--- src/rtl/opb_register_simulink2ppc_snap.sv ---
// OPB slave exposing a strobe-captured 32-bit user sample to the PowerPC,
// with new-data flag, saturating overrun counter and freeze/clear control.
module opb_register_simulink2ppc_snap #(
  parameter logic [31:0] C_BASEADDR   = 32'h0100E300,
  parameter logic [31:0] C_HIGHADDR   = 32'h0100E3FF,
  parameter int          C_OPB_AWIDTH = 32,
  parameter int          C_OPB_DWIDTH = 32,
  parameter              C_FAMILY     = "virtex6"
) (
  input  logic        OPB_Clk,
  input  logic        OPB_Rst_n,
  input  logic [0:31] OPB_ABus,
  input  logic [0:3]  OPB_BE,
  input  logic [0:31] OPB_DBus,
  input  logic        OPB_RNW,
  input  logic        OPB_select,
  input  logic        OPB_seqAddr,
  output logic [0:31] Sl_DBus,
  output logic        Sl_xferAck,
  output logic        Sl_errAck,
  output logic        Sl_retry,
  output logic        Sl_toutSup,
  input  logic [31:0] user_data_in,
  input  logic        user_data_valid
);

  typedef enum logic [1:0] {S_IDLE, S_ACK, S_WAIT} state_e;

  state_e      state_q, state_d;
  logic [31:0] rdata_q;
  logic [2:0]  sel_q;          // {ctrl, status, data}
  logic        rnw_q, be3_q;
  logic [1:0]  wdat_q;
  logic [31:0] data_q, data_d;
  logic        valid_q, valid_d;
  logic [7:0]  ovr_q, ovr_d;
  logic        freeze_q, freeze_d;
  logic        clr_q, clr_d;

  // Bus vectors re-indexed so [0] is the LSB.
  logic [31:0] abus, dbus, off, rd_mux;
  logic [2:0]  dec;
  logic        hit, ack, rd_data_clr, rd_stat_clr, ctrl_wr, cap;

  assign abus = OPB_ABus;
  assign dbus = OPB_DBus;
  assign off  = abus - C_BASEADDR;
  assign hit  = OPB_select && (abus >= C_BASEADDR) && (abus <= C_HIGHADDR);
  assign dec  = {off == 32'h8, off == 32'h4, off == 32'h0};

  always_comb begin
    rd_mux = '0;
    unique case (1'b1)
      dec[0]:  rd_mux = data_q;
      dec[1]:  rd_mux = {16'd0, ovr_q, 7'd0, valid_q};
      dec[2]:  rd_mux = {31'd0, freeze_q};
      default: rd_mux = '0;
    endcase
  end

  always_comb begin
    state_d = state_q;
    unique case (state_q)
      S_IDLE:  if (hit) state_d = S_ACK;
      S_ACK:   state_d = S_WAIT;
      S_WAIT:  if (!OPB_select) state_d = S_IDLE;
      default: state_d = S_IDLE;
    endcase
  end

  assign ack         = (state_q == S_ACK);
  assign rd_data_clr = ack && rnw_q && sel_q[0];
  assign rd_stat_clr = ack && rnw_q && sel_q[1];
  assign ctrl_wr     = ack && !rnw_q && sel_q[2] && be3_q;
  assign cap         = user_data_valid && !freeze_q;

  // Priority: clear > capture > read-side clears.
  always_comb begin
    data_d   = data_q;
    valid_d  = valid_q;
    ovr_d    = ovr_q;
    freeze_d = freeze_q;
    clr_d    = 1'b0;
    if (clr_q) begin
      data_d  = '0;
      valid_d = 1'b0;
      ovr_d   = '0;
    end else begin
      if (rd_data_clr) valid_d = 1'b0;
      if (rd_stat_clr) ovr_d = '0;
      if (cap) begin
        data_d  = user_data_in;
        valid_d = 1'b1;
        if (valid_q)
          ovr_d = rd_stat_clr ? 8'd1 : ((ovr_q == 8'hFF) ? ovr_q : ovr_q + 8'd1);
      end
    end
    if (ctrl_wr) begin
      if (wdat_q[1]) clr_d = 1'b1;
      else           freeze_d = wdat_q[0];
    end
  end

  always_ff @(posedge OPB_Clk or negedge OPB_Rst_n) begin
    if (!OPB_Rst_n) begin
      state_q  <= S_IDLE;
      rdata_q  <= '0;
      sel_q    <= '0;
      rnw_q    <= 1'b0;
      be3_q    <= 1'b0;
      wdat_q   <= '0;
      data_q   <= '0;
      valid_q  <= 1'b0;
      ovr_q    <= '0;
      freeze_q <= 1'b0;
      clr_q    <= 1'b0;
    end else begin
      state_q  <= state_d;
      data_q   <= data_d;
      valid_q  <= valid_d;
      ovr_q    <= ovr_d;
      freeze_q <= freeze_d;
      clr_q    <= clr_d;
      if (state_q == S_IDLE && hit) begin
        rdata_q <= rd_mux;
        sel_q   <= dec;
        rnw_q   <= OPB_RNW;
        be3_q   <= OPB_BE[3];
        wdat_q  <= dbus[1:0];
      end
    end
  end

  assign Sl_DBus    = (ack && rnw_q) ? rdata_q : '0;
  assign Sl_xferAck = ack;
  assign Sl_errAck  = 1'b0;
  assign Sl_retry   = 1'b0;
  assign Sl_toutSup = 1'b0;

  logic unused_ok;
  assign unused_ok = ^{OPB_seqAddr, OPB_BE[0:2], dbus[31:2], C_OPB_AWIDTH[0],
                       C_OPB_DWIDTH[0], C_FAMILY};

endmodule

--- config.mk ---
export PLATFORM = sky130hd
export DESIGN_NAME = opb_register_simulink2ppc_snap
export DESIGN_NICKNAME = d
export VERILOG_FILES = /design/src/rtl/opb_register_simulink2ppc_snap.sv
export SDC_FILE = /design/constraint.sdc
export NUM_CORES = 1
export LEC_CHECK = 0
export CAP_MARGIN = 40
export CORE_MARGIN = 3
export CORE_UTILIZATION = 40
export DETAILED_ROUTE_END_ITERATION = 6
export MAX_ROUTING_LAYER = met4
export PLACE_DENSITY = 0.76
export SLEW_MARGIN = 20
export SYNTH_ARGS = -nofsm -noshare
export SYNTH_HDL_FRONTEND = slang
export SYNTH_SLANG_ARGS = --single-unit
--- constraint.sdc ---
create_clock -name OPB_Clk -period 2.1 [get_ports OPB_Clk]
set_clock_uncertainty 0.2 [all_clocks]
set_input_delay 0.525 -clock OPB_Clk [delete_from_list [all_inputs] [get_ports OPB_Clk]]
set_output_delay 0.525 -clock OPB_Clk [all_outputs]
set_load 0.03 [all_outputs]
==> results.txt <==
Post-synth EDFFs -> 0
Setup WS pre-CTS -> -0.762 ns
peak fanout along the critical path -> 5
initial antenna violation count -> 0
Non-Filler Instances -> 597
I/O Pins -> 142
Cell Area, Synth -> 3830 um2
setup ws final -> -0.247 ns
Clk pwr share -> 34.0%
Wirelength per Cell -> 18.8 um
nets -> 570
via count -> 3189
Synth Warn # -> 0
Root Buffer -> clkbuf_8
Starting Density -> 41.3%
Die W -> 104 um
die span in y -> 104 um
max cap viols -> 0
clk sink count -> 84
P_leak -> 2.81 nW
port bufs -> 104
Syn Area/Cell -> 11.9 um2
most frequent cells in the layout -> dfrtp_1, a22o_1, clkdlybuf4s50_1
Setup crit start kind -> input port
sw frac -> 27.1%
via-per-instance ratio -> 5.34
core area -> 9280 um2
Min-Delay Path Class -> reg2reg
final setup fails -> 71
vias in the first global route -> 3457
Netlist cell types -> 48
min cycle time layout -> 2.35 ns
Synth async-reset ratio -> 100%
failing checks -> setup timing
diode count -> 0
dpl hpwl -> 7.22 mm
Reg clk slew, reported paths -> 0.10 ns
GR Util met3 -> 5.09%
critical path class -> in2reg
routing usage on met2 -> 35.1%
fraction of layout cells with a size suffix above 1 -> 33.8%
gp weighted congestion -> 0.946
Worst Path Required -> 2.14 ns
flops & latches, synth -> 84
Row Count -> 35
commonest non-fill, non-tap cell in the layout -> dfrtp_1
Pint -> 2.56 mW
gr ovfl total -> 0
Mapped Cells -> 323
CP Capture Type -> register
Fin. Hold Viols -> 0
Finished Core Util -> 64.9%
antenna-violating nets left -> 0
DR pass1 iterations -> 4
Bufs on Longest Clock Path -> 2
worst skew pair latency -> 0.35 ns
sequential fraction of the synthesis area -> 54.8%
RSZ-0062 raised after global routing -> yes
fin. max-slew vios -> 0
run status -> finished with violations
Critical Path AT -> 2.39 ns
first-pass GRT wire length -> 18.1 mm
hold_ws -> 0.293 ns
largest net degree at the start of global routing -> 38
share of power burned in registers -> 51.9%
GRT Overall Usage -> 21.5%
pwr/cell area -> 583 nW/um2
P&R area growth vs syn -> 57.1%
Inserted Clock Buffers -> 9
met1 Use GR -> 27.0%
total wire length -> 11.2 mm
Psw -> 0.949 mW
GR peak layer -> met2
Worst VDD drop -> 273 uV
post-placement cell count -> 563
H-tree depth -> 3
Combinational Power Share -> 14.1%
Setup TNS -> -11.67 ns
drt drc -> 0
FMAX -> 426 MHz
DRT iter0 DRCs -> 119
Die ar. -> 10800 um2
CTS tree -> yes
Most used DFF post-synth -> dfrtp_1
fin crit share -> 112%
through the flow:
stage / total power [mW] / area, um2
2_1_floorplan: 2.04 / 3850
3_3_place_gp: 2.31 / 5280
3_5_place_dp: 2.33 / 5280
4_1_cts: 3.52 / 5930
5_1_grt: 3.67 / 6020
6_report: 3.51 / 6020
metal layers:
metal | part of all wire [%] | routed length (um)
met1 | 43 | 4870
met2 | 49 | 5530
met3 | 5.5 | 622
met4 | 1.8 | 199
met5 | 0 | 0
what timing repair did:
item	4_1_cts	5_1_grt
gates cloned	7	2
endpoints found under the hold margin	35	0
hold buffers	1	0
endpoints found under the setup margin	71	71
pin swaps	34	16
setup buffers	7	4
gates resized for setup	98	32
logic make-up (layout without fill, tap and decap cells):
logic type | count (synthesis) | count (layout) | share of synthesized area (%)
compound gates | 79 | 79 | 17.3
fa+ha+maj | 1 | 1 | 0.326
buf+inv | 30 | 173 | 3.75
flops | 84 | 84 | 54.8
mux | 24 | 24 | 6.73
other cells | 1 | 3 | 0.0978
simple gates | 104 | 104 | 17.0
power by group through the flow:
stage / clock network [mW] / logic (mW) / registers [mW]
2_1_floorplan: 0 / 0.222 / 1.81
3_3_place_gp: 0 / 0.468 / 1.84
3_5_place_dp: 0 / 0.482 / 1.85
4_1_cts: 1.22 / 0.480 / 1.82
5_1_grt: 1.30 / 0.539 / 1.84
6_report: 1.19 / 0.493 / 1.82
sequential cells by signal (all words and copies together), names as in the netlist:
name	count
sel_q	3
ovr_q	8
clr_q	1
data_q	32
wdat_q	2
state_q	2
be3_q	1
rnw_q	1
freeze_q	1
valid_q	1
rdata_q	32
cell type report:
cell class              count  area, um2
inverters                   6       22.5
repair buffers            151       1730
fillers                   730       3260
well taps                 129        161
clock buffers               9        124
flip-flops and latches     84       2100
multi-input cells         211       1800
clock inverters             7       80.1
critical path, cell delays in order:
cell	delay (ns)
buf_8	0.10
or4_4	0.55
or4_4	0.62
buf_6	0.17
buf_16	0.13
mux2_4	0.29
final timing paths:
path,start,end,slack [ns],cells past startpoint
setup / recovery,OPB_ABus[2],be3_q,-0.25,6
hold / removal,data_q[17],rdata_q[17],0.29,1
setup reg to reg,state_q[1],be3_q,-0.19,6
hold reg to reg,data_q[17],rdata_q[17],0.29,1
max in group asynchronous,OPB_Rst_n,state_q[1],0.64,3
min in group asynchronous,OPB_Rst_n,rdata_q[29],0.48,2
cell usage after synthesis, types with 4 or more instances:
cell type  number  area share, %
a211oi_1        4           0.78
a22o_1         55             13
and2_1         33            5.4
buf_2           4           0.52
clkbuf_1       14            1.4
dfrtp_1        84             55
inv_1           6           0.59
mux2_1          5            1.5
mux2_2          9            2.6
mux2i_1        10            2.6
nand2_1        11            1.1
nand4_1         4           0.65
nor3_1         14            1.8
nor4_1          9            1.5
Power figures use the tool's default switching activity.
